<file path="src/rtl/adc_acq_scheduler.sv">
// Acquisition sequencer: paces measure pulses to the ADC reader,
// buffers returned samples and streams them out on valid/ready.
module adc_acq_scheduler #(
   parameter int DATA_WIDTH     = 24,
   parameter int PERIOD_WIDTH   = 16,
   parameter int COUNT_WIDTH    = 16,
   parameter int FIFO_DEPTH     = 8,
   parameter int TIMEOUT_CYCLES = 4096
) (
   input  logic                    clk,
   input  logic                    rst,
   input  logic                    arm,
   input  logic                    abort,
   input  logic [PERIOD_WIDTH-1:0] cfg_period,
   input  logic [COUNT_WIDTH-1:0]  cfg_count,
   input  logic                    clr_status,
   output logic                    measure,
   input  logic                    sample_valid,
   input  logic [DATA_WIDTH-1:0]   sample_data,
   output logic                    m_valid,
   input  logic                    m_ready,
   output logic [DATA_WIDTH-1:0]   m_data,
   output logic                    m_last,
   output logic                    busy,
   output logic                    done,
   output logic                    overflow,
   output logic                    timeout
);

   localparam int AW = $clog2(FIFO_DEPTH);
   localparam int CW = AW + 1;
   localparam int TW = $clog2(TIMEOUT_CYCLES) + 1;
   localparam int SW = (PERIOD_WIDTH > TW) ? PERIOD_WIDTH : TW;

   typedef enum logic [1:0] {IDLE, TRIG, WAIT_DATA, HOLDOFF} state_t;

   state_t                  state, state_n;
   logic [PERIOD_WIDTH-1:0] period_q;
   logic [COUNT_WIDTH-1:0]  remain_q;
   logic                    cont_q;
   logic [SW-1:0]           since_q;
   logic [SW-1:0]           period_ext;
   logic [SW-1:0]           period_eff;
   logic                    hold_go;
   logic                    tmo_hit;
   logic                    final_smp;
   logic                    start;
   logic                    take;
   logic                    tmo_evt;
   logic                    done_q;
   logic                    ovf_q;
   logic                    tmo_q;

   logic [DATA_WIDTH:0]     mem [FIFO_DEPTH];
   logic [AW-1:0]           wptr, rptr;
   logic [CW-1:0]           cnt;
   logic                    pop;
   logic                    accept;

   // since_q counts cycles since the last measure; it drives both the
   // holdoff pacing and the conversion timeout.
   assign period_ext = SW'(period_q);
   assign period_eff = (period_ext < SW'(3)) ? SW'(3) : period_ext;
   assign hold_go    = since_q >= (period_eff - SW'(1));
   assign tmo_hit    = since_q >= SW'(TIMEOUT_CYCLES - 1);
   assign final_smp  = !cont_q && (remain_q == COUNT_WIDTH'(1));
   assign start      = (state == IDLE) && arm && !abort;
   assign take       = (state == WAIT_DATA) && sample_valid && !abort;
   assign tmo_evt    = (state == WAIT_DATA) && !sample_valid
                       && !abort && tmo_hit;

   always_ff @(posedge clk or posedge rst) begin
      if (rst) state <= IDLE;
      else     state <= state_n;
   end

   always_comb begin
      state_n = state;
      case (state)
         IDLE:      if (start) state_n = TRIG;
         TRIG:      state_n = abort ? IDLE : WAIT_DATA;
         WAIT_DATA: begin
            if (abort)             state_n = IDLE;
            else if (sample_valid) state_n = final_smp ? IDLE : HOLDOFF;
            else if (tmo_hit)      state_n = IDLE;
         end
         HOLDOFF: begin
            if (abort)        state_n = IDLE;
            else if (hold_go) state_n = TRIG;
         end
         default: state_n = IDLE;
      endcase
   end

   always_comb begin
      measure  = (state == TRIG) && !abort;
      busy     = (state != IDLE);
      done     = done_q;
      overflow = ovf_q;
      timeout  = tmo_q;
   end

   always_ff @(posedge clk or posedge rst) begin
      if (rst) begin
         period_q <= '0;
         remain_q <= '0;
         cont_q   <= 1'b0;
         since_q  <= '0;
         done_q   <= 1'b0;
         ovf_q    <= 1'b0;
         tmo_q    <= 1'b0;
      end else begin
         if (start) begin
            period_q <= cfg_period;
            remain_q <= cfg_count;
            cont_q   <= (cfg_count == '0);
         end else if (take && !cont_q) begin
            remain_q <= remain_q - COUNT_WIDTH'(1);
         end
         if (state == TRIG)     since_q <= SW'(1);
         else if (since_q != '1) since_q <= since_q + SW'(1);
         done_q <= take && final_smp;
         if (take && !accept) ovf_q <= 1'b1;
         else if (clr_status) ovf_q <= 1'b0;
         if (tmo_evt)         tmo_q <= 1'b1;
         else if (clr_status) tmo_q <= 1'b0;
      end
   end

   assign pop    = m_valid && m_ready;
   assign accept = take && ((cnt < CW'(FIFO_DEPTH)) || pop);

   always_ff @(posedge clk or posedge rst) begin
      if (rst) begin
         for (int i = 0; i < FIFO_DEPTH; i++) mem[i] <= '0;
         wptr <= '0;
         rptr <= '0;
         cnt  <= '0;
      end else begin
         if (accept) begin
            mem[wptr] <= {final_smp, sample_data};
            wptr      <= wptr + AW'(1);
         end
         if (pop) rptr <= rptr + AW'(1);
         cnt <= cnt + CW'(accept) - CW'(pop);
      end
   end

   assign m_valid = (cnt != '0);
   assign m_data  = mem[rptr][DATA_WIDTH-1:0];
   assign m_last  = mem[rptr][DATA_WIDTH];

endmodule

</file>
<file path="config.mk">
export PLATFORM = sky130hd
export DESIGN_NAME = adc_acq_scheduler
export DESIGN_NICKNAME = d
export VERILOG_FILES = /design/src/rtl/adc_acq_scheduler.sv
export SDC_FILE = /design/constraint.sdc
export NUM_CORES = 1
export LEC_CHECK = 0
export ABC_AREA = 1
export CAP_MARGIN = 20
export CORE_MARGIN = 8
export CORE_UTILIZATION = 64
export CTS_CLUSTER_SIZE = 40
export DETAILED_ROUTE_END_ITERATION = 12
export PLACE_DENSITY_LB_ADDON = 0.08
export SYNTH_ARGS = -nofsm -noshare
export SYNTH_HDL_FRONTEND = slang
export SYNTH_SLANG_ARGS = --single-unit
export TNS_END_PERCENT = 100
</file>
<file path="constraint.sdc">
create_clock -name clk -period 18.4 [get_ports clk]
set_input_delay 4.6 -clock clk [delete_from_list [all_inputs] [get_ports clk]]
set_output_delay 4.6 -clock clk [all_outputs]
set_load 0.02 [all_outputs]
</file>
== Yosys cells after proc, flatten, opt, wreduce, memory -nomap -nowiden ==
Cells that the tools add are included.
W data, S select, Z words.
Operators by class
  multiplexer cells: 23
  reductions and logical operators: 29
  equal/unequal tests: 8
  magnitude comparators: 7
  add/subtract/negate cells: 7
  bitwise operators: 2
Operators by type and width (count)
  $bwmux W200: 1
  $mux W16: 5
  $bmux W25 S3: 1
  $demux W25 S3: 1
  $mux W25: 3
  $sub A16 B1 Y16 const B: 2
  $add A16 B1 Y16 const B: 1
  $eq A16 B1 Y1 const B: 1
  $ge A16 B12 Y1 const B: 1
  $ge A16 B16 Y1: 1
  $logic_not A16 Y1: 1
  $lt A16 B2 Y1 const B: 1
  $mux W2: 8
  $ne A16 B16 Y1 const B: 1
  $logic_and A1 B1 Y1: 15
  $reduce_bool A2 Y1: 5
  $ge A4 B4 Y1 const B: 2
  $not A3 Y4: 2
  $pmux W2 S4: 1
  $add A3 B1 Y3 const B: 2
  $add A4 B1 Y4: 1
  $eq A2 B2 Y1 const B: 2
  $logic_not A1 Y1: 4
  $lt A4 B1 Y1 const B: 1
  other kinds (11): 13
Storage, ports and cells
  bits in registers: 264
  input port bits: 63
  output and inout port bits: 31
  word-level logic and storage cells: 95

== Logic depth before layout (Yosys ltp) ==
Gate-level depths: netlist of the first run.
  depth after elaboration: 7
  gate-level depth with buffers: 19
  gate-level depth less buffers: 19

== Worst setup path after synthesis of the first run ==
Ideal clock, no wire load.
  kind: input-to-output
  start: input abort
  end: output measure
  buffers on the path: 0
  arrival: 4.923 ns
  path slack: 8.877 ns
  required time: 13.800 ns
  stages: 1
  cell sequence: nor2_1
On the way
  word-level cells in the longest chain between the ends: 2
RTL lines
  start: declaration: line 13  | input logic abort,
  $logic_not A1 Y1: line 96  | measure = (state == TRIG) && !abort;
  $logic_and A1 B1 Y1: line 96
  end: declaration: line 17  | output logic measure,
Every way passes these cells.

== Worst setup path after layout of the first run ==
Same ends and word-level chain as after synthesis.

==> insert_results.sql, run 1 <==
INSERT INTO impl_metrics (metric_group, metric, value, unit) VALUES
('logic_synthesis', 'synth-adder-area-share', '2.65', '%'),
('cts', 'cts.path.max_buffers', '3', ''),
('worst_setup_path', 'timing.critical_path.required', '13.80', 'ns'),
('detailed_routing', 'detail_route.drc_violations', '0', ''),
('cts', 'latest_clock_arrival_within_the_worst_skew_pair', '0.54', 'ns'),
('worst_setup_path', 'setup.worst_path.start_class', 'input port', ''),
('sta', 'timing.clock.skew', '0.0160', 'ns'),
('final_layout', 'post_route_cells_drive_above_1_share', '9.92', '%'),
('sta', 'final_max_slew_viol_count', '0', ''),
('hold_path', 'hold_class', 'flop to flop', ''),
('sta', 'setup-violations-final', '0', ''),
('floorplanning', 'floorplan.initialDensity', '64.7', '%'),
('logic_synthesis', 'async_reset_ff_share', '100', '%'),
('logic_synthesis', 'synth_simple_gate_area_share', '22.4', '%'),
('logic_synthesis', 'yosysSeqAreaShare', '48.9', '%'),
('final_layout', 'nets', '1733', ''),
('sta', 'tightest_slew', '1.06', 'ns'),
('floorplanning', 'core_area', '20900', 'um^2'),
('final_layout', 'layout_common_cells', 'sky130_fd_sc_hd__nand2_1, sky130_fd_sc_hd__dfrtp_1, sky130_fd_sc_hd__nor2_1, sky130_fd_sc_hd__o21ai_1, sky130_fd_sc_hd__o21ai_0', ''),
('cts', 'cts_inserted_buffers', '28', ''),
('detailed_routing', 'final_antenna_net_count', '0', ''),
('placed_design', 'routabilityCongestion', '0.871', ''),
('global_route', 'antenna_found_initial', '0', ''),
('logic_synthesis', 'netlist_instances', '1598', ''),
('cts', 'cts_post_setup_buffers_inserted', '0', ''),
('sta', 'max_freq', '0.0954', 'GHz'),
('cts', 'h-tree-depth', '1', ''),
('global_route', 'overflow', '0', ''),
('sta', 'relSlewSlack', '29.2', '%'),
('final_layout', 'areaGrowthSynthToFinish', '13.5', '%'),
('logic_synthesis', 'dominant_combinational_cell_family_by_area_after_synthesis', 'simple AND/OR/NAND/NOR gates', ''),
('logic_synthesis', 'netlist.top_cell.by_area', 'sky130_fd_sc_hd__dfrtp_1', ''),
('final_layout', 'n_antenna_cell', '0', ''),
('sta', 'tns', '0', 'ns'),
('logic_synthesis', 'synth_compound_area_share', '17.1', '%'),
('worst_setup_path', 'cp_data_arrival_time', '5.88', 'ns'),
('detailed_routing', 'drtPass1Iterations', '5', ''),
('final_layout', 'most_common_cell_after_layout_fill_and_taps_aside', 'sky130_fd_sc_hd__nand2_1', ''),
('logic_synthesis', 'muxShareOfSynthArea', '0', '%'),
('logic_synthesis', 'synthesis.area', '13500', 'um^2'),
('logic_synthesis', 'yosys.area_share.xor_xnor', '1.68', '%'),
('floorplanning', 'height_of_the_die', '161', 'um'),
('detailed_routing', 'wl_per_cell', '16.2', 'um'),
('floorplanning', 'standard_cell_rows', '53', ''),
('floorplanning', 'pin_count', '94', ''),
('pwr', 'irDropWorstVdd', '0.0000843', 'V'),
('detailed_routing', 'detail_route.wirelength', '31.4', 'mm'),
('global_route', 'global_route.usage.total', '24.2', '%'),
('logic_synthesis', 'top_cells_by_area_synth', 'sky130_fd_sc_hd__dfrtp_1, sky130_fd_sc_hd__nand2_1, sky130_fd_sc_hd__nor2_1', ''),
('cts', 'post_cts_hold_buffer_count', '0', ''),
('cts', 'tritoncts_clock_tree', 'yes', ''),
('placed_design', 'place.detailed.instances', '1885', ''),
('worst_setup_path', 'crit_path_max_fanout', '3', ''),
('cts', 'clock_tree.root_cell', 'sky130_fd_sc_hd__clkbuf_16', ''),
('logic_synthesis', 'count_of_flip_flops_with_a_built_in_enable_after_synthesis', '0', ''),
('logic_synthesis', 'yosys.area.top_type_share', '48.9', '%'),
('global_route', 'grt_start_max_net_pins', '112', ''),
('sta', 'min_period', '10.48', 'ns'),
('sta', 'final_worst_path_setup_slack', '7.92', 'ns'),
('outcome', 'outcome', 'finished clean', ''),
('global_route', 'grt_pass1_vias', '10790', ''),
('logic_synthesis', 'synth-main-ff-cell', 'sky130_fd_sc_hd__dfrtp_1', ''),
('detailed_routing', 'vias_per_cell', '5.66', ''),
('logic_synthesis', 'synthesis.area_per_instance', '8.46', 'um^2'),
('placed_design', 'port_buffers', '93', ''),
('cts', 'post_cts_sizing', '0', ''),
('sta', 'final.period_utilization', '57.0', '%'),
('floorplanning', 'fp.dieArea', '26000', 'um^2'),
('detailed_routing', 'iter_0_drt_violations', '953', ''),
('global_route', 'wire_length_of_the_first_global_routing_pass', '53.1', 'mm'),
('final_layout', 'final-instance-count-excl-fill', '1939', '');
## path summary, 6_finish.rpt
path,start,to,slack (ns),cells past startpoint
setup / recovery,abort,measure,7.92,3
hold / removal,mem[35]$_DFFE_PP0P_,mem[35]$_DFFE_PP0P_,0.48,2
setup reg to reg,state[1]$_DFFE_PP0P_,remain_q[9]$_DFFE_PP0P_,15.27,8
hold reg to reg,mem[35]$_DFFE_PP0P_,mem[35]$_DFFE_PP0P_,0.48,2
max in group asynchronous,rst,mem[182]$_DFFE_PP0P_,12.32,3
min in group asynchronous,rst,mem[92]$_DFFE_PP0P_,4.60,2
## area by class of cell
cell class	instances	area (um^2)
clock buffer	39	823
clock inverter	13	215
fill	1640	5550
inverter	100	392
multi-input combinational	1146	5930
sequential	264	6610
tap	275	344
timing repair buffer	102	1030
## logic make-up (layout without fill, tap and decap cells)
| kind of cell | count (synthesis) | count (layout) |
|---|---|---|
| AND/OR/NAND/NOR | 714 | 714 |
| buffers and inverters | 188 | 254 |
| flip-flops | 264 | 264 |
| XOR/XNOR | 26 | 26 |
| AO/OA/AOI/OAI | 378 | 378 |
| adder cells (fa/ha/maj) | 28 | 28 |
## power breakdown
group | internal (mW) | switching, mW | total (mW)
logic | 0.417 | 0.624 | 1.04
clock network | 0.395 | 0.230 | 0.625
registers | 0.785 | 0.157 | 0.942
total | 1.60 | 1.01 | 2.61
## routing by layer
metal / wire (um) / vias to the layer above / global-route usage, %
met5: 0 / - / 0
met2: 15400 / 296 / 41.4
met4: 431 / 0 / 5.98
li1: - / 5395 / -
met3: 1790 / 40 / 3.59
met1: 13800 / 5249 / 31.9
## state kept, by name (all words and copies together), names as in the netlist
signal,cells
cnt,4
state,2
wptr,3
remain_q,16
done,1
period_ext,16
mem,200
rptr,3
overflow,1
since_q,16
cont_q,1
timeout,1
## worst max-delay path: stages
cell and delay, ns:
sky130_fd_sc_hd__clkdlybuf4s50_1 0.47, sky130_fd_sc_hd__nor2_1 0.18, sky130_fd_sc_hd__clkdlybuf4s50_1 0.64
## cells in the mapped netlist (12+ instances only)
library cell               number
sky130_fd_sc_hd__ha_1          27
sky130_fd_sc_hd__buf_6         23
sky130_fd_sc_hd__buf_4         12
sky130_fd_sc_hd__nor2_1       218
sky130_fd_sc_hd__buf_2         14
sky130_fd_sc_hd__xor2_1        22
sky130_fd_sc_hd__dfrtp_1      264
sky130_fd_sc_hd__o21ai_2       52
sky130_fd_sc_hd__nand2_1      389
sky130_fd_sc_hd__inv_1         92
sky130_fd_sc_hd__o21ai_0       96
sky130_fd_sc_hd__nand3_1       33
sky130_fd_sc_hd__a21oi_1       16
sky130_fd_sc_hd__clkbuf_1      35
sky130_fd_sc_hd__o21ai_1      149
sky130_fd_sc_hd__o32ai_1       51
sky130_fd_sc_hd__nand2_2       28
## through the flow
stage	hold WS [ns]	util [%]	total power, mW	instance area (um^2)
after CTS	0.484	73.2	2.61	15300
after global placement	0.465	68.2	1.93	14300
after detailed placement	0.467	68.2	1.97	14300
final	0.481	73.4	2.61	15300
after global routing	0.494	73.4	2.80	15300
after floorplan	0.454	-	1.67	13500
(Power assumes the default switching activity.)
==> run 2: changes to the inputs <==
Settings changed: CORE_UTILIZATION 64 to 59.
Clock period 18.4 ns to 10.6 ns, I/O delays scaled along.
==> run 2 against run 1 <==
- hold slack gained 0.00066 ns
- flip-flop and latch count unchanged
- worst setup slack lost 3.9 ns
- die area is 7.6% higher
- combinational power is 75% higher
- clock skew about the same
- utilization is 5.8 points lower
- global-route usage down 1.3 points
- via count is 0.15% lower
- non-clock buffer count rose by 1
- final area shrank 0.44%
- clock-buffer cell count grew 2
- critical path type unchanged
==> insert_results.sql, run 2 (same netlist as run 1, synthesis figures left out) <==
INSERT INTO impl_metrics (metric_group, metric, value, unit) VALUES
('outcome', 'outcome', 'finished clean', ''),
('cts', 'latest_clock_arrival_within_the_worst_skew_pair', '0.54', 'ns'),
('sta', 'max_freq', '0.153', 'GHz'),
('worst_setup_path', 'crit_start', 'abort', ''),
('floorplanning', 'fp.dieArea', '28000', 'um^2'),
('sta', 'relSlewSlack', '26.3', '%'),
('pwr', 'irDropWorstVdd', '0.000149', 'V'),
('final_layout', 'post_route_cells_drive_above_1_share', '9.68', '%'),
('final_layout', 'regMostFlops', 'mem', ''),
('cts', 'post_cts_sizing', '0', ''),
('pwr', 'comb_power_share', '41.0', '%'),
('cts', 'clock_tree.root_cell', 'sky130_fd_sc_hd__clkbuf_16', ''),
('sta', 'min_period', '6.54', 'ns'),
('global_route', 'grt_start_max_net_pins', '154', ''),
('global_route', 'wire_length_of_the_first_global_routing_pass', '54.2', 'mm'),
('placed_design', 'place_hpwl', '19.2', 'mm'),
('floorplanning', 'floorplan.initialDensity', '59.9', '%'),
('detailed_routing', 'vias_per_cell', '5.63', ''),
('worst_setup_path', 'crit_path_max_fanout', '3', ''),
('flow_run', 'cap_viol_max_count', '0', ''),
('worst_setup_path', 'cp_data_arrival_time', '3.89', 'ns'),
('sta', 'final.period_utilization', '61.7', '%'),
('final_layout', 'n_antenna_cell', '0', ''),
('global_route', 'grt_pass1_vias', '10739', ''),
('final_layout', 'layout_common_cells', 'sky130_fd_sc_hd__nand2_1, sky130_fd_sc_hd__dfrtp_1, sky130_fd_sc_hd__nor2_1, sky130_fd_sc_hd__o21ai_1, sky130_fd_sc_hd__o21ai_0', ''),
('worst_setup_path', 'critical_path.endpoint_type', 'output pin', ''),
('cts', 'cts.path.max_buffers', '3', ''),
('final_layout', 'most_common_cell_after_layout_fill_and_taps_aside', 'sky130_fd_sc_hd__nand2_1', ''),
('floorplanning', 'core_area', '22600', 'um^2'),
('detailed_routing', 'vias', '10963', ''),
('detailed_routing', 'detail_route.drc_violations', '0', ''),
('worst_setup_path', 'timing.critical_path.required', '7.95', 'ns'),
('hold_path', 'hold_start', 'mem[43]$_DFFE_PP0P_', ''),
('cts', 'cts_inserted_buffers', '28', ''),
('floorplanning', 'height_of_the_die', '167', 'um'),
('global_route', 'antenna_found_initial', '0', ''),
('sta', 'tightest_slew', '1.10', 'ns'),
('cts', 'tritoncts_clock_tree', 'yes', ''),
('final_layout', 'nets', '1734', ''),
('pwr', 'power.sequential.fraction', '36.5', '%'),
('pwr', 'leakage_power_total', '7.08', 'nW'),
('pwr', 'power.density', '290', 'nW/um^2'),
('floorplanning', 'standard_cell_rows', '55', ''),
('sta', 'finalHoldViolCount', '0', ''),
('worst_setup_path', 'rr_startpoint', 'period_ext[12]$_DFFE_PP0P_', ''),
('global_route', 'global_route.usage.total', '22.9', '%'),
('cts', 'post_cts_hold_buffer_count', '0', ''),
('final_layout', 'largest_register_ff_count', '200', ''),
('floorplanning', 'pin_count', '94', ''),
('sta', 'rsz0062_at_grt', 'false', ''),
('cts', 'cts_num_sinks', '264', ''),
('pwr', 'sw_ratio', '39.3', '%'),
('floorplanning', 'die_w', '167', 'um'),
('pwr', 'clk_pwr_share', '22.5', '%'),
('pwr', 'total_switching_power', '1.74', 'mW'),
('detailed_routing', 'drtPass1Iterations', '5', ''),
('hold_path', 'hold_class', 'flop to flop', ''),
('final_layout', 'finish.utilization', '67.7', '%'),
('sta', 'final_max_slew_viol_count', '0', ''),
('detailed_routing', 'detail_route.wirelength', '31.7', 'mm'),
('global_route', 'overflow', '0', ''),
('detailed_routing', 'iter_0_drt_violations', '924', ''),
('worst_setup_path', 'setup.worst_path.start_class', 'input port', ''),
('sta', 'tns', '0', 'ns'),
('final_layout', 'num-fill-cells', '1902', ''),
('placed_design', 'port_buffers', '93', ''),
('pwr', 'p_int', '2.69', 'mW'),
('cts', 'cts_post_setup_buffers_inserted', '0', ''),
('sta', 'setup-violations-final', '0', ''),
('final_layout', 'areaGrowthSynthToFinish', '13.0', '%'),
('worst_setup_path', 'crit_type', 'input port to output pin', ''),
('cts', 'h-tree-depth', '1', ''),
('detailed_routing', 'wl_per_cell', '16.3', 'um'),
('detailed_routing', 'final_antenna_net_count', '0', ''),
('sta', 'timing.clock.skew', '0.0157', 'ns'),
('cts', 'register_clock_pin_slew_on_the_reported_worst_setup_and_hold_paths', '0.06', 'ns'),
('placed_design', 'routabilityCongestion', '0.860', '');
[run 2: changes by cell type in the layout (fill, tap and decap cells not counted), sizes merged]
| cell | previous run | this run |
|---|---|---|
| clkbuf | 39 | 41 |
| buf | 9 | 10 |
| bufinv | 6 | 3 |
| clkinvlp | 0 | 1 |
| clkinv | 10 | 8 |
[run 2: layer usage]
layer | track usage, % | vias up | routed length, um
met5 | 0 | - | 0
met2 | 39.0 | 262 | 15300
met1 | 29.9 | 5266 | 14100
li1 | - | 5398 | -
met3 | 4.26 | 37 | 1770
met4 | 5.36 | 0 | 482
[run 2: power groups by stage]
stage                     Clock, mW  Sequential [mW]  Combinational (mW)
after floorplan                   0             1.56                1.34
after global placement            0             1.62                1.75
after detailed placement          0             1.63                1.82
after CTS                      1.01             1.62                1.83
after global routing           1.05             1.67                2.07
final                         0.998             1.62                1.82
[run 2: final timing paths]
path | endpoint | slack, ns | depth (start not counted)
setup / recovery | measure | 4.06 | 3
hold / removal | mem[43]$_DFFE_PP0P_ | 0.48 | 2
setup reg to reg | state[1]$_DFFE_PP0P_ | 7.62 | 19
hold reg to reg | mem[43]$_DFFE_PP0P_ | 0.48 | 2
max in group asynchronous | mem[46]$_DFFE_PP0P_ | 6.49 | 4
min in group asynchronous | mem[117]$_DFFE_PP0P_ | 2.51 | 2
[run 2: cell type report]
cell class | instances | area [um^2] | share of cell area [%]
Timing Repair Buffer | 103 | 1050 | 6.85
Sequential cell | 264 | 6610 | 43.3
Multi-Input combinational cell | 1146 | 5930 | 38.8
Clock inverter | 9 | 123 | 0.803
Tap cell | 285 | 357 | 2.33
Clock buffer | 41 | 821 | 5.37
Inverter | 100 | 392 | 2.56
[run 2: worst max-delay path, stage by stage]
cell and delay [ns]:
sky130_fd_sc_hd__clkdlybuf4s50_1 0.45, sky130_fd_sc_hd__nor2_1 0.16, sky130_fd_sc_hd__clkdlybuf4s50_1 0.63
[run 2: per-stage QoR]
| step | cell area [um^2] | power [mW] | setup WS, ns | hold WS (ns) | cells |
|---|---|---|---|---|---|
| 6_report | 15300 | 4.43 | 4.06 | 0.482 | 1948 |
| 5_1_grt | 15300 | 4.78 | 4.02 | 0.504 | 1948 |
| 4_1_cts | 15200 | 4.46 | 4.05 | 0.483 | 1947 |
| 3_5_place_dp | 14300 | 3.44 | 4.05 | 0.467 | 1897 |
| 3_3_place_gp | 14300 | 3.37 | 4.06 | 0.466 | 1896 |
| 2_1_floorplan | 13500 | 2.89 | 0.681 | 0.454 | 1598 |
==> run 3: changes to the inputs <==
Settings changed: CORE_UTILIZATION 59 to 54.
Clock period 10.6 ns to 5.25 ns, I/O delays scaled along.
==> run 3 against run 2 <==
- worst setup slack lost 3.1 ns
- die area grew 8.4%
- clock skew shrank 0.0034 ns
- via count shrank 0.75%
- register-to-register slack lost 5.4 ns
- largest cell class unchanged
- final area grew 0.95%
- non-clock buffer count grew 4
- largest power group unchanged
- hold slack is essentially flat
- clock-buffer cell count grew 3
- sequential power grew 100%
==> insert_results.sql, run 3 (same netlist as run 1, synthesis figures left out) <==
INSERT INTO impl_metrics (metric_group, metric, value, unit) VALUES
('global_route', 'antenna_found_initial', '0', ''),
('placed_design', 'port_buffers', '93', ''),
('sta', 'tightest_slew', '1.09', 'ns'),
('floorplanning', 'die_w', '174', 'um'),
('worst_setup_path', 'critical_path.max_stage_delay', '0.63', 'ns'),
('cts', 'post_cts_sizing', '0', ''),
('global_route', 'global_route.usage.total', '21.5', '%'),
('worst_setup_path', 'r2r_cells', '19', ''),
('cts', 'cts_num_sinks', '264', ''),
('outcome', 'outcome', 'finished clean', ''),
('placed_design', 'place.detailed.instances', '1946', ''),
('final_layout', 'post_route_cells_drive_above_1_share', '9.95', '%'),
('hold_path', 'hold_start', 'mem[10]$_DFFE_PP0P_', ''),
('final_layout', 'finish.utilization', '61.9', '%'),
('pwr', 'leakage_power_total', '7.12', 'nW'),
('worst_setup_path', 'cp_top_family', 'buffers and inverters', ''),
('detailed_routing', 'drtPass1Iterations', '5', ''),
('global_route', 'grt_util_met3', '3.45', '%'),
('cts', 'latest_clock_arrival_within_the_worst_skew_pair', '0.54', 'ns'),
('worst_setup_path', 'crit_slowest_cell', 'sky130_fd_sc_hd__dfrtp_2', ''),
('placed_design', 'place_hpwl', '20.1', 'mm'),
('sta', 'tns', '0', 'ns'),
('hold_path', 'worst_hold_path.endpoint', 'mem[10]$_DFFE_PP0P_', ''),
('final_layout', 'areaGrowthSynthToFinish', '14.1', '%'),
('sta', 'relSlewSlack', '26.9', '%'),
('worst_setup_path', 'cp_data_arrival_time', '3.00', 'ns'),
('sta', 'final_worst_path_setup_slack', '0.938', 'ns'),
('worst_setup_path', 'critical_path.reg2reg.endpoint', 'state[1]$_DFFE_PP0P_', ''),
('global_route', 'grt.met1_usage', '28.3', '%'),
('floorplanning', 'core_area', '24900', 'um^2'),
('worst_setup_path', 'worstPathBufferInverterCount', '2', ''),
('sta', 'setup-violations-final', '0', ''),
('sta', 'timing.clock.skew', '0.0123', 'ns'),
('detailed_routing', 'vias', '10881', ''),
('cts', 'cts_post_setup_buffers_inserted', '0', ''),
('global_route', 'global_route.usage.met2', '36.0', '%'),
('global_route', 'grt_start_max_net_pins', '127', ''),
('worst_setup_path', 'crit_path_max_fanout', '47', ''),
('sta', 'rsz0062_at_grt', 'false', ''),
('final_layout', 'multi_input_area', '5930', 'um^2'),
('hold_path', 'worst_hold_path.num_cells', '2', ''),
('sta', 'finalHoldViolCount', '0', ''),
('detailed_routing', 'iter_0_drt_violations', '682', ''),
('final_layout', 'most_common_cell_after_layout_fill_and_taps_aside', 'sky130_fd_sc_hd__nand2_1', ''),
('sta', 'min_period', '4.31', 'ns'),
('worst_setup_path', 'crit_type', 'flop to output pin', ''),
('final_layout', 'final-instance-count-excl-fill', '1999', ''),
('final_layout', 'num-fill-cells', '2229', ''),
('cts', 'cts_inserted_buffers', '29', ''),
('final_layout', 'regMostFlops', 'mem', ''),
('cts', 'tritoncts_clock_tree', 'yes', ''),
('sta', 'final_max_slew_viol_count', '0', ''),
('global_route', 'grt_most_used_layer', 'met2', ''),
('worst_setup_path', 'setup.worst_path.start_class', 'flop', ''),
('final_layout', 'n_antenna_cell', '0', ''),
('sta', 'max_freq', '0.232', 'GHz'),
('detailed_routing', 'detail_route.drc_violations', '0', ''),
('floorplanning', 'fp.dieArea', '30300', 'um^2'),
('detailed_routing', 'final_antenna_net_count', '0', ''),
('worst_setup_path', 'worstPathCellList', 'buf_4 > nor2_1 > o32ai_1 > nand2_1 > nand2_1 > clkdlybuf4s50_1', ''),
('global_route', 'wire_length_of_the_first_global_routing_pass', '54.9', 'mm'),
('floorplanning', 'standard_cell_rows', '58', ''),
('final_layout', 'largest_register_ff_count', '200', ''),
('detailed_routing', 'wl_per_cell', '16.2', 'um'),
('global_route', 'overflow', '0', ''),
('detailed_routing', 'vias_per_cell', '5.44', ''),
('worst_setup_path', 'critical_path.endpoint_type', 'output pin', ''),
('cts', 'clock_tree.root_cell', 'sky130_fd_sc_hd__clkbuf_16', ''),
('cts', 'h-tree-depth', '1', ''),
('placed_design', 'place_worst_setup_slack', '1.36', 'ns'),
('sta', 'final.period_utilization', '82.1', '%'),
('pwr', 'power.density', '590', 'nW/um^2'),
('detailed_routing', 'detail_route.wirelength', '32.4', 'mm'),
('hold_path', 'hold_class', 'flop to flop', ''),
('pwr', 'finalPower', '9.10', 'mW'),
('worst_setup_path', 'reg2reg_slack', '2.18', 'ns'),
('cts', 'cts.path.max_buffers', '3', ''),
('floorplanning', 'pin_count', '94', ''),
('worst_setup_path', 'cp_most_frequent_cell', 'sky130_fd_sc_hd__nand2_1', ''),
('final_layout', 'stdcell_area', '15400', 'um^2'),
('worst_setup_path', 'rr_startpoint', 'period_ext[4]$_DFFE_PP0P_', ''),
('worst_setup_path', 'timing.critical_path.required', '3.94', 'ns'),
('floorplanning', 'height_of_the_die', '174', 'um'),
('placed_design', 'routabilityCongestion', '0.853', ''),
('cts', 'post_cts_hold_buffer_count', '0', ''),
('flow_run', 'cap_viol_max_count', '0', ''),
('sta', 'whs', '0.481', 'ns'),
('final_layout', 'nets', '1739', ''),
('floorplanning', 'floorplan.initialDensity', '54.3', '%'),
('placed_design', 'placed_area', '14400', 'um^2'),
('final_layout', 'seqCellArea', '6610', 'um^2'),
('final_layout', 'layout_common_cells', 'sky130_fd_sc_hd__nand2_1, sky130_fd_sc_hd__dfrtp_1, sky130_fd_sc_hd__nor2_1, sky130_fd_sc_hd__o21ai_1, sky130_fd_sc_hd__o21ai_0', ''),
('cts', 'register_clock_pin_slew_on_the_reported_worst_setup_and_hold_paths', '0.06', 'ns'),
('global_route', 'grt_pass1_vias', '10881', ''),
('pwr', 'irDropWorstVdd', '0.000346', 'V');
run 3: changes by cell type in the layout (fill, tap and decap cells not counted), sizes merged:
cell / before / now
buf: 10 / 14
clkinv: 8 / 5
bufinv: 3 / 5
clkbuf: 41 / 44
run 3: worst max-delay path by stage:
stage	depth (start not counted)	slack, ns	startpoint	end
global placement	3	1.37	abort	measure
global route	6	0.84	rptr[0]$_DFFE_PP0P_	m_data[11]
detailed placement	10	1.36	abort	mem[41]$_DFFE_PP0P_
finish	6	0.94	rptr[0]$_DFFE_PP0P_	m_data[11]
floorplan	1	0.45	rst	cnt[0]$_DFF_PP0_
CTS	6	0.79	rptr[1]$_DFFE_PP0P_	m_data[21]
run 3: power breakdown:
| group | total (mW) | switching, mW | leakage [nW] | internal [mW] |
|---|---|---|---|---|
| sequential | 3.29 | 0.535 | 3.53 | 2.75 |
| clock | 2.17 | 0.817 | 0.500 | 1.36 |
| combinational | 3.64 | 2.18 | 3.08 | 1.46 |
run 3: routing by layer:
layer	share of wire [%]	wire length (um)	vias up
li1	-	-	5411
met1	46	14900	5214
met2	47	15400	201
met3	4.0	1280	55
met4	2.7	883	0
met5	0	0	-
run 3: layout make-up:
class                   count  share of cell area [%]
well taps                 330                    2.68
flip-flops and latches    264                    42.9
inverters                 100                    2.52
repair buffers            107                    6.88
multi-input cells        1146                    38.4
clock buffers              44                    5.53
clock inverters             8                    1.10
run 3: worst reg2reg max path, cell delays in order, from the launching register on:
cell	delay, ns
sky130_fd_sc_hd__dfrtp_1	0.42
sky130_fd_sc_hd__nor2_1	0.09
sky130_fd_sc_hd__nand2_1	0.10
sky130_fd_sc_hd__nor2_1	0.07
sky130_fd_sc_hd__a21oi_2	0.27
sky130_fd_sc_hd__ha_1	0.27
sky130_fd_sc_hd__nand2_1	0.12
sky130_fd_sc_hd__nor3_1	0.35
sky130_fd_sc_hd__nand2_1	0.12
sky130_fd_sc_hd__xor2_1	0.19
sky130_fd_sc_hd__ha_1	0.28
sky130_fd_sc_hd__nand2_1	0.05
sky130_fd_sc_hd__inv_1	0.09
sky130_fd_sc_hd__nand3_1	0.10
sky130_fd_sc_hd__nor2_1	0.13
sky130_fd_sc_hd__nand2_1	0.06
sky130_fd_sc_hd__nand2_1	0.09
sky130_fd_sc_hd__nand2_1	0.06
sky130_fd_sc_hd__nand2_1	0.05
sky130_fd_sc_hd__nand2_1	0.05
